File: src/rtl/mips_mc_ctrl.sv
// Main control FSM for the lab4 multicycle MIPS datapath: decodes the IR opcode into register enables and mux/ALU selects.
// Optional bne support is compiled in when MIPS_MC_CTRL_BNE_EN is defined.
module mips_mc_ctrl #(
  parameter int USE_MEM_RDY = 1,
  parameter int STATE_W     = 4
) (
  input  logic               clk,
  input  logic               reset,
  input  logic [5:0]         op,
  input  logic               zero,
  input  logic               mem_rdy,
  output logic               pcen,
  output logic               irwrite,
  output logic               regwrite,
  output logic               memwrite,
  output logic               iord,
  output logic               regdst,
  output logic               memtoreg,
  output logic               alusrca,
  output logic [1:0]         alusrcb,
  output logic [1:0]         aluop,
  output logic [1:0]         pcsrc,
  output logic               illegal_op,
  output logic [STATE_W-1:0] state
);

  typedef enum logic [3:0] {
    FETCH    = 4'd0,
    DECODE   = 4'd1,
    MEMADR   = 4'd2,
    MEMRD    = 4'd3,
    MEMWB    = 4'd4,
    MEMWR    = 4'd5,
    EXECUTE  = 4'd6,
    ALUWB    = 4'd7,
    BRANCH   = 4'd8,
    ADDIEXEC = 4'd9,
    ADDIWB   = 4'd10,
    JUMP     = 4'd11,
    BNE      = 4'd12
  } state_t;

  localparam logic [5:0] OP_LW    = 6'b100011;
  localparam logic [5:0] OP_SW    = 6'b101011;
  localparam logic [5:0] OP_RTYPE = 6'b000000;
  localparam logic [5:0] OP_BEQ   = 6'b000100;
  localparam logic [5:0] OP_ADDI  = 6'b001000;
  localparam logic [5:0] OP_J     = 6'b000010;
`ifdef MIPS_MC_CTRL_BNE_EN
  localparam logic [5:0] OP_BNE   = 6'b000101;
`endif

  state_t state_reg;
  state_t state_next;
  logic   rdy;
  logic   pcwrite;
  logic   branch;
  logic   branch_ne;

  // With handshaking disabled every memory access completes in its first cycle.
  assign rdy = (USE_MEM_RDY != 0) ? mem_rdy : 1'b1;

  always_ff @(posedge clk) begin
    if (reset) begin
      state_reg <= FETCH;
    end else begin
      state_reg <= state_next;
    end
  end

  always_comb begin
    state_next = state_reg;
    pcwrite    = 1'b0;
    branch     = 1'b0;
    branch_ne  = 1'b0;
    irwrite    = 1'b0;
    regwrite   = 1'b0;
    memwrite   = 1'b0;
    iord       = 1'b0;
    regdst     = 1'b0;
    memtoreg   = 1'b0;
    alusrca    = 1'b0;
    alusrcb    = 2'b00;
    aluop      = 2'b00;
    pcsrc      = 2'b00;
    illegal_op = 1'b0;
    pcen       = 1'b0;

    case (state_reg)
      FETCH: begin
        alusrcb = 2'b01;
        irwrite = rdy;
        pcwrite = rdy;
        if (rdy) begin
          state_next = DECODE;
        end
      end
      DECODE: begin
        alusrcb = 2'b11;
        case (op)
          OP_LW, OP_SW: state_next = MEMADR;
          OP_RTYPE:     state_next = EXECUTE;
          OP_BEQ:       state_next = BRANCH;
          OP_ADDI:      state_next = ADDIEXEC;
          OP_J:         state_next = JUMP;
`ifdef MIPS_MC_CTRL_BNE_EN
          OP_BNE:       state_next = BNE;
`endif
          default: begin
            illegal_op = 1'b1;
            state_next = FETCH;
          end
        endcase
      end
      MEMADR: begin
        alusrca    = 1'b1;
        alusrcb    = 2'b10;
        state_next = (op == OP_LW) ? MEMRD : MEMWR;
      end
      MEMRD: begin
        iord = 1'b1;
        if (rdy) begin
          state_next = MEMWB;
        end
      end
      MEMWB: begin
        memtoreg   = 1'b1;
        regwrite   = 1'b1;
        state_next = FETCH;
      end
      MEMWR: begin
        // Strobe held for the whole access so slow memory sees a stable request.
        iord     = 1'b1;
        memwrite = 1'b1;
        if (rdy) begin
          state_next = FETCH;
        end
      end
      EXECUTE: begin
        alusrca    = 1'b1;
        aluop      = 2'b10;
        state_next = ALUWB;
      end
      ALUWB: begin
        regdst     = 1'b1;
        regwrite   = 1'b1;
        state_next = FETCH;
      end
      BRANCH: begin
        alusrca    = 1'b1;
        aluop      = 2'b01;
        pcsrc      = 2'b01;
        branch     = 1'b1;
        state_next = FETCH;
      end
      ADDIEXEC: begin
        alusrca    = 1'b1;
        alusrcb    = 2'b10;
        state_next = ADDIWB;
      end
      ADDIWB: begin
        regwrite   = 1'b1;
        state_next = FETCH;
      end
      JUMP: begin
        pcsrc      = 2'b10;
        pcwrite    = 1'b1;
        state_next = FETCH;
      end
`ifdef MIPS_MC_CTRL_BNE_EN
      BNE: begin
        alusrca    = 1'b1;
        aluop      = 2'b01;
        pcsrc      = 2'b01;
        branch_ne  = 1'b1;
        state_next = FETCH;
      end
`endif
      default: begin
        state_next = FETCH;
      end
    endcase

    pcen = pcwrite | (branch & zero) | (branch_ne & ~zero);

    // Reset forces every strobe and select low in the same cycle, not just the next one.
    if (reset) begin
      state_next = FETCH;
      pcen       = 1'b0;
      irwrite    = 1'b0;
      regwrite   = 1'b0;
      memwrite   = 1'b0;
      iord       = 1'b0;
      regdst     = 1'b0;
      memtoreg   = 1'b0;
      alusrca    = 1'b0;
      alusrcb    = 2'b00;
      aluop      = 2'b00;
      pcsrc      = 2'b00;
      illegal_op = 1'b0;
    end
  end

  assign state = STATE_W'(state_reg);

endmodule

File: config.mk
export PLATFORM = sky130hd
export DESIGN_NAME = mips_mc_ctrl
export DESIGN_NICKNAME = d
export VERILOG_FILES = /design/src/rtl/mips_mc_ctrl.sv
export SDC_FILE = /design/constraint.sdc
export NUM_CORES = 1
export LEC_CHECK = 0
export ABC_CLOCK_PERIOD_IN_PS = 2900
export CELL_PAD_IN_SITES_DETAIL_PLACEMENT = 0
export CELL_PAD_IN_SITES_GLOBAL_PLACEMENT = 1
export CORE_ASPECT_RATIO = 0.7
export CORE_UTILIZATION = 27
export CTS_BUF_LIST = sky130_fd_sc_hd__clkbuf_2 sky130_fd_sc_hd__clkbuf_4 sky130_fd_sc_hd__clkbuf_8
export DETAILED_ROUTE_END_ITERATION = 10
export PLACE_DENSITY_LB_ADDON = 0.1
export REMOVE_ABC_BUFFERS = 1
export SYNTH_ARGS = -nofsm -noshare
export SYNTH_HDL_FRONTEND = slang
export SYNTH_SLANG_ARGS = --single-unit
File: constraint.sdc
create_clock -name clk -period 2.9 [get_ports clk]
set_input_delay 0.58 -clock clk [delete_from_list [all_inputs] [get_ports clk]]
set_output_delay 0.58 -clock clk [all_outputs]
set_load 0.05 [all_outputs]
==> results of run 1 <==
[power groups by stage]
stage	Combinational, mW	Sequential (mW)	Clock, mW
after CTS	0.132	0.0668	0.0696
after floorplan	0.0585	0.0753	0
after global routing	0.141	0.0679	0.0757
after global placement	0.131	0.0675	0
after detailed placement	0.131	0.0675	0
final	0.134	0.0669	0.0660
[area by class of cell]
cell class              count  area, um2
well taps                  21       26.3
flip-flops and latches      4       80.1
fillers                   162        709
clock buffers               3       22.5
repair buffers             30        445
inverters                   1       3.75
multi-input cells          71        424
[critical path, stage by stage]
cell and delay [ns]:
clkdlybuf4s50_1 0.56, xnor2_1 0.15, or2b_1 0.24, a31o_2 0.25, nor3_2 0.26, buf_12 0.18
[timing repair]
item	in CTS	in global routing
endpoints found under the setup margin	0	1
resized for setup	0	1
hold endpoints to repair	0	0
[worst paths after layout]
kind	from	endpoint	slack, ns	depth (start not counted)
max	op[3]	illegal_op	0.09	6
min	state[1]	state[2]	0.76	2
max reg2reg	state[1]	state[0]	1.21	3
min reg2reg	state[1]	state[2]	0.76	2
[layout by cell type (no fill, tap or decap), drive strengths merged, types with 2 or more instances in the layout]
master,count
nor2,11
a21oi,6
or2,2
a211oi,2
nor4,5
nor3,9
nand2b,5
buf,17
clkdlybuf4s50,13
o21ai,5
mux2,2
dfxtp,4
nor3b,2
nand2,4
clkbuf,3
nand3,2
nor2b,2
[per-stage QoR]
stage               cell area [um2]  TNS [ns]  total power, mW
floorplan                       503    -0.722            0.134
global placement                975         0            0.198
detailed placement              975         0            0.199
CTS                             997         0            0.268
global route                   1000  -0.00515            0.284
finish                         1000         0            0.267
[kinds of logic (layout without fill, tap and decap cells)]
family,after synthesis,count (layout),share of synthesized area (%)
simple gates,47,47,47.2
compound gates,20,20,24.4
buf+inv,7,34,5.45
flops,4,4,15.2
mux,3,3,6.16
xor+xnor,1,1,1.66
[metal layers]
metal  part of all wire (%)  vias to the layer above
met1                     50                      335
li1                       -                      362
met4                   0.66                        0
met2                     45                       20
met5                      0                        -
met3                    4.2                        2
==> flow_metrics.tcl, run 1 <==
set metrics [dict create \
    status "complete, no violations" \
    drt_iter0_drc 10 \
    clk_path_buf_depth 2 \
    cts.clk_slew.worst_paths_ns 0.04 \
    postCtsSetupRepairBufs 0 \
    nets 121 \
    crit_fanout 5 \
    gp_congestion 0.780 \
    power.share.switching_pct 38.1 \
    use_met3_pct 4.31 \
    numPortBuffers 28 \
    clkLatencyLatePin_ns 0.23 \
    maxSlewHeadroom_pct 55.3 \
    worstMarginPinSlew_ns 0.669 \
    setup_viol 0 \
    track_usage_pct 17.9 \
    final_layout_size_suffix_gt1_share_pct 23.9 \
    slew_violations 0 \
    die_area_um2 2140 \
    finish.utilization_pct 58.6 \
    irDropWorstVdd_uv 187 \
    power_frac_comb_pct 50.2 \
    cts-hold-fix-buffers 0 \
    pre_cts_ws_ns 0.0522 \
    wl_per_cell_um 14.0 \
    largest_reg_flops 4 \
    setup_ws_ns 0.0871 \
    clockPowerShare_pct 24.8 \
    yosys.cell_types.count 33 \
    ios 29 \
    cts_tree "built" \
    synth_ff_type "dfxtp_1" \
    synth_top_cells_by_count "nor2_1 (11), nor3_1 (9), a21oi_1 (6)" \
    htreeDepth 1 \
    cts-buffers-inserted 3 \
    grt_pass1_wl_mm 2.72 \
    antenna_found_initial 0 \
    holdWs_ns 0.758 \
    powerDensity_nw_per_um2 266 \
    fmax_mhz 356 \
    crit_type "input pin to output port" \
    grt_max_degree 21 \
    fin_crit_ns 2.81 \
    netlist_top_cells_area "dfxtp_1 (15%), nor3_1 (8.5%), nor2_1 (7.8%)" \
    grt_pass1_vias 621 \
    top_usage_layer "met2" \
    grt-ovfl-total 0 \
    stdcell_count 130 \
    totalWireLength_mm 1.82 \
    cts-root-buf "clkbuf_4" \
    die_w_um 54.9 \
    place_inst 127 \
    p_leak_nw 0.345 \
    end_kind "output port" \
    routed_via_density 5.53 \
    maxCapViolations 0 \
    vias 719 \
    crit_path_start_kind "input pin" \
    syn_inst 82 \
    std_cell_rows 12 \
    met1_usage_pct 25.0 \
    synth_area_um2 528 \
    drcViolationCount 0 \
    yosysMostFrequentCell "nor2_1" \
    internal-power_mw 0.165 \
    fin_crit_sh_pct 97.0 \
    switchingPower_mw 0.102 \
    worstPathArrival_ns 2.23 \
    required_ns 2.32 \
    ys_ff_latch 4 \
    final_hold_viol_count 0 \
    ys_seq_area_share_pct 15.2 \
    diodes 0 \
    globalRouteMet2Util_pct 25.6 \
    synth_edf_count 0 \
    clkSinkCount 4 \
    firstDrtPassIters 4 \
    synthToLayoutAreaGrowth_pct 89.8 \
    core_area_um2 1710 \
    synth-async-reset-ratio_pct 0 \
    synth_top_area_share_pct 15.2 \
    place_hpwl_mm 1.26 \
    hold_class "flop to flop" \
    start_util_pct 30.8 \
    ys_warn_count 0 \
    die_height_um 39 \
    avgSynthCellArea_um2 6.44 \
    skew_ns 0.00358 \
    pwr-share-seq_pct 25.1 \
    ant_nets 0 \
    yosysTopAreaCell "dfxtp_1" \
]
No activity file was read; power rests on OpenSTA's default activity.
==> inputs of run 2 (changes only) <==
--- a/config.mk
+++ b/config.mk
@@ -5,15 +5,16 @@
 export SDC_FILE = /design/constraint.sdc
 export NUM_CORES = 1
 export LEC_CHECK = 0
+export ABC_AREA = 1
 export ABC_CLOCK_PERIOD_IN_PS = 2900
+export CAP_MARGIN = 40
 export CELL_PAD_IN_SITES_DETAIL_PLACEMENT = 0
 export CELL_PAD_IN_SITES_GLOBAL_PLACEMENT = 1
 export CORE_ASPECT_RATIO = 0.7
-export CORE_UTILIZATION = 27
+export CORE_UTILIZATION = 26
 export CTS_BUF_LIST = sky130_fd_sc_hd__clkbuf_2 sky130_fd_sc_hd__clkbuf_4 sky130_fd_sc_hd__clkbuf_8
 export DETAILED_ROUTE_END_ITERATION = 10
 export PLACE_DENSITY_LB_ADDON = 0.1
-export REMOVE_ABC_BUFFERS = 1
 export SYNTH_ARGS = -nofsm -noshare
 export SYNTH_HDL_FRONTEND = slang
 export SYNTH_SLANG_ARGS = --single-unit
==> run 2 against run 1 <==
Net effect:
- the run now ends with DRC left
- critical path depth shrank 1
- wire length shrank 10%
- highest routed layer is now met3
- largest cell class unchanged
- worst hold slack lost 0.14 ns
- sequential power shrank 12%
- final cell count grew 24%
- design area grew 3.2%
- synthesized area grew 3.3%
- clock power is essentially flat
- flip-flop and latch count is the same
- largest power group unchanged
- combinational power shrank 26%
- die area grew 7.0%
- critical path type unchanged
==> flow_metrics.tcl, run 2 <==
set metrics [dict create \
    status "finished, violations left" \
    violations "DRC" \
    synth-async-reset-ratio_pct 0 \
    grt_pass1_vias 652 \
    avgSynthCellArea_um2 5.00 \
    syn_nets 119 \
    cts_tree "built" \
    final_common_cell "nand2_1" \
    synth_area_um2 546 \
    synth_top_area_share_pct 19.3 \
    diodes 0 \
    synthToLayoutAreaGrowth_pct 89.7 \
    cts-root-buf "clkbuf_4" \
    cts.clk_slew.worst_paths_ns 0.03 \
    postCtsSetupRepairBufs 0 \
    grt-ovfl-total 0 \
    routed_via_density 4.54 \
    synth_ff_type "dfxtp_1" \
    place_inst 158 \
    cts_resized 0 \
    setup_tns_ns 0 \
    layout_common_cells "nand2_1 (28), nor2_1 (24), buf_12 (15)" \
    cp_top_family "buffers and inverters" \
    place_hpwl_mm 1.41 \
    drt_iter0_drc 30 \
    vias 731 \
    antenna_found_initial 0 \
    fmax_mhz 395 \
    maxCapViolations 0 \
    yosysMostFrequentCell "nand2_1" \
    critPathSlowestCell "clkdlybuf4s50_1" \
    powerDensity_nw_per_um2 217 \
    irDropWorstVdd_uv 160 \
    final_layout_size_suffix_gt1_share_pct 25.9 \
    ys_warn_count 0 \
    end_kind "output port" \
    crit_fanout 9 \
    gp_congestion 0.786 \
    slew_violations 0 \
    synth_top_cells_by_count "nand2_1 (28), nor2_1 (24), inv_1 (14)" \
    final_hold_viol_count 0 \
    worstPathArrival_ns 1.95 \
    hold_class "flop to flop" \
    syn_inst 109 \
    maxSlewHeadroom_pct 66.3 \
    htreeDepth 1 \
    track_usage_pct 16.3 \
    skew_ns 0.00166 \
    crit_path_start_kind "input pin" \
    grt_pass1_wl_mm 2.82 \
    ys_ff_latch 4 \
    p_leak_nw 0.472 \
    firstDrtPassIters 7 \
    worstMarginPinSlew_ns 0.504 \
    crit_type "input pin to output port" \
    stdcell_count 161 \
    numPortBuffers 28 \
    grt_max_degree 10 \
    ios 29 \
    cts-hold-fix-buffers 0 \
    setup_viol 0 \
    fin_crit_sh_pct 87.2 \
    netlist_top_cells_area "nand2_1 (19%), nor2_1 (17%), dfxtp_1 (15%)" \
    yosys.cell_types.count 18 \
    ys_seq_area_share_pct 14.7 \
    totalWireLength_mm 1.63 \
    grt_setup_unrepaired "no" \
    die_height_um 40.3 \
    wl_per_cell_um 10.1 \
    required_ns 2.32 \
    slowest_delay_ns 0.61 \
    largest_reg_flops 4 \
    clkSinkCount 4 \
    clk_path_buf_depth 2 \
    clkLatencyLatePin_ns 0.23 \
    cp_num_buf_inv 2 \
    cts-buffers-inserted 3 \
    core_area_um2 1920 \
    drcViolationCount 5 \
    synth_edf_count 0 \
    std_cell_rows 13 \
    ant_nets 0 \
    finish.utilization_pct 53.9 \
    die_area_um2 2290 \
    start_util_pct 28.4 \
    die_w_um 56.8 \
    fin_crit_ns 2.53 \
    path_cells "clkdlybuf4s50_1, nor3_2, nor2_1, o31ai_1, buf_12" \
    yosysTopAreaCell "nand2_1" \
    nets 151 \
]
-- run 2: cell count changes in the layout (fill, tap and decap cells not counted), sizes merged, moves of 4 or more --
cell	change
nor4	-5
nand2	+26
nand3	+7
nor3	-4
inv	+17
nand2b	-5
nor2	+18
-- run 2: metrics by stage --
stage | hold WS (ns) | worst slack, ns | area [um2] | total power, mW
2_1_floorplan | 0.796 | 0.131 | 556 | 0.113
3_3_place_gp | 0.617 | 0.399 | 1010 | 0.159
3_5_place_dp | 0.611 | 0.364 | 1010 | 0.159
4_1_cts | 0.622 | 0.359 | 1030 | 0.229
5_1_grt | 0.649 | 0.302 | 1030 | 0.245
6_report | 0.621 | 0.371 | 1030 | 0.224
-- run 2: metal layers --
layer	wire, um	up-vias	global-route usage, %
li1	-	401	-
met1	934	310	23.3
met2	622	20	25.3
met3	77	0	2.26
met4	0	0	5.49
met5	0	-	0
-- run 2: worst paths after layout --
| path | startpoint | endpoint | slack, ns | cells past startpoint |
|---|---|---|---|---|
| setup / recovery | reset | regwrite | 0.37 | 5 |
| hold / removal | state[3] | state[3] | 0.62 | 2 |
| setup reg to reg | state[0] | state[1] | 1.66 | 9 |
| hold reg to reg | state[3] | state[3] | 0.62 | 2 |
-- run 2: logic make-up (layout without fill, tap and decap cells) --
| logic type | after synthesis | count (layout) | synth area share, % |
|---|---|---|---|
| AO/OA/AOI/OAI | 11 | 11 | 13.5 |
| buffers and inverters | 20 | 50 | 14.0 |
| flip-flops | 4 | 4 | 14.7 |
| AND/OR/NAND/NOR | 74 | 74 | 57.8 |
-- run 2: layout make-up --
cell class	count	area, um2
Clock buffer	3	22.5
Timing Repair Buffer	29	438
Tap cell	22	27.5
Fill cell	205	885
Multi-Input combinational cell	85	399
Inverter	18	67.6
Sequential cell	4	80.1
-- run 2: tightest hold or removal path, stage by stage, from the launching register on --
cell,delay [ns]
dfxtp_1,0.35
o21ai_0,0.18
nor2_1,0.04
-- run 2: report_power, final --
| part | total (mW) | switching, mW | internal (mW) |
|---|---|---|---|
| Combinational | 0.0987 | 0.0570 | 0.0417 |
| Sequential | 0.0591 | 0.00212 | 0.0570 |
| Clock | 0.0662 | 0.0201 | 0.0461 |
| Total | 0.224 | 0.0792 | 0.145 |
==> inputs of run 3 (changes only) <==
--- a/config.mk
+++ b/config.mk
@@ -5,13 +5,12 @@
 export SDC_FILE = /design/constraint.sdc
 export NUM_CORES = 1
 export LEC_CHECK = 0
-export ABC_AREA = 1
 export ABC_CLOCK_PERIOD_IN_PS = 2900
 export CAP_MARGIN = 40
 export CELL_PAD_IN_SITES_DETAIL_PLACEMENT = 0
 export CELL_PAD_IN_SITES_GLOBAL_PLACEMENT = 1
 export CORE_ASPECT_RATIO = 0.7
-export CORE_UTILIZATION = 26
+export CORE_UTILIZATION = 27
 export CTS_BUF_LIST = sky130_fd_sc_hd__clkbuf_2 sky130_fd_sc_hd__clkbuf_4 sky130_fd_sc_hd__clkbuf_8
 export DETAILED_ROUTE_END_ITERATION = 10
 export PLACE_DENSITY_LB_ADDON = 0.1
==> run 3 against run 2 <==
Net effect:
- the run now ends clean
- utilization is 5.7 points higher
- critical path depth grew 1
- combinational power increased by 31%
- global-route usage is 1.2 points higher
- register-to-register slack got worse by 0.49 ns
- worst setup slack worse by 0.29 ns
- critical path type unchanged
- highest routed layer is now met4
==> flow_metrics.tcl, run 3 (synthesized netlist as in run 1, its figures left out) <==
set metrics [dict create \
    drt_iter0_drc 25 \
    fin_crit_sh_pct 97.4 \
    grt_setup_unrepaired "no" \
    start_util_pct 30.8 \
    wl_per_cell_um 13.2 \
    place_hpwl_mm 1.30 \
    final_layout_size_suffix_gt1_share_pct 26.4 \
    crit_fanout 5 \
    nets 122 \
    powerDensity_nw_per_um2 262 \
    vias 733 \
    grt_pass1_vias 594 \
    die_height_um 39 \
    firstDrtPassIters 4 \
    largest_reg_flops 4 \
    worstMarginPinSlew_ns 0.562 \
    irDropWorstVdd_uv 226 \
    crit_path_start_kind "input pin" \
    synthToLayoutAreaGrowth_pct 93.4 \
    totalWireLength_mm 1.73 \
    die_area_um2 2140 \
    antenna_found_initial 0 \
    fin_area_um2 1020 \
    diodes 0 \
    ios 29 \
    postCtsSetupRepairBufs 0 \
    fmax_mhz 354 \
    ant_nets 0 \
    clkSinkCount 4 \
    cts.clk_slew.worst_paths_ns 0.04 \
    slew_violations 0 \
    core_area_um2 1710 \
    clk_path_buf_depth 2 \
    hold_class "flop to flop" \
    track_usage_pct 17.5 \
    grt_pass1_wl_mm 2.59 \
    fin_crit_ns 2.82 \
    htreeDepth 1 \
    cts_resized 0 \
    cts-buffers-inserted 3 \
    cts_tree "built" \
    placed_cell_area_um2 998 \
    skew_ns 0.00380 \
    numPortBuffers 28 \
    gp_congestion 0.841 \
    routed_via_density 5.60 \
    layout_common_cells "buf_12 (15), clkdlybuf4s50_1 (13), nor2_1 (11)" \
    maxCapViolations 0 \
    p_leak_nw 0.355 \
    maxSlewHeadroom_pct 62.5 \
    die_w_um 54.9 \
    end_kind "output port" \
    final_hold_viol_count 0 \
    grt-ovfl-total 0 \
    final_common_cell "buf_12" \
    crit_type "input pin to output port" \
    required_ns 2.32 \
    syn_nets 92 \
    setup_viol 0 \
    cts-root-buf "clkbuf_4" \
    drcViolationCount 0 \
    worstPathArrival_ns 2.24 \
    holdWs_ns 0.767 \
    std_cell_rows 12 \
    clkLatencyLatePin_ns 0.24 \
    cts-hold-fix-buffers 0 \
    grt_max_degree 18 \
    status "complete, no violations" \
]
run 3: cell types whose count changed in the layout (fill, tap and decap cells not counted), sizes merged, moves of 4 or more:
cell,change
nand3,-7
nor4,+5
nor2,-18
nand2,-26
inv,-17
nor3,+4
nand2b,+5
run 3: layout make-up:
type                       count  area [um2]
fill                         160         691
tap                           21        26.3
clock buffer                   3        22.5
timing repair buffer          31         453
multi-input combinational     71         435
sequential                     4        80.1
inverter                       1        3.75
run 3: power breakdown:
| part | total [mW] | switching, mW | internal (mW) | leakage [nW] |
|---|---|---|---|---|
| clock network | 0.0703 | 0.0239 | 0.0464 | 0.0138 |
| registers | 0.0689 | 0.0110 | 0.0579 | 0.0326 |
| logic | 0.129 | 0.0693 | 0.0593 | 0.309 |
| total | 0.268 | 0.104 | 0.164 | 0.355 |
run 3: final timing paths:
path / start / endpoint / slack [ns] / cells past startpoint
worst max-delay path: op[3] / illegal_op / 0.08 / 6
worst min-delay path: state[3] / state[0] / 0.77 / 2
worst max register to register: state[0] / state[2] / 1.17 / 4
worst min register to register: state[3] / state[0] / 0.77 / 2
run 3: worst max-delay path, cell delays in order:
cell and delay (ns):
clkdlybuf4s50_1 0.55, xnor2_1 0.15, or2b_1 0.24, a31o_2 0.23, nor3_1 0.30, buf_12 0.18
run 3: layer usage:
metal | global-route usage [%] | wire, um
met5 | 0 | 0
met4 | 7.69 | 15
met3 | 2.35 | 140
met2 | 26.2 | 791
met1 | 24.4 | 781
run 3: metrics by stage:
stage	TNS (ns)	utilization [%]	setup WS [ns]	instances	power (mW)
after detailed placement	0	58.3	0.0722	128	0.198
after floorplan	-0.370	-	-0.139	82	0.138
after global routing	0	59.6	0.0154	131	0.284
final	0	59.6	0.0765	131	0.268
after CTS	0	59.6	0.0716	131	0.269
after global placement	0	58.3	0.0909	128	0.198
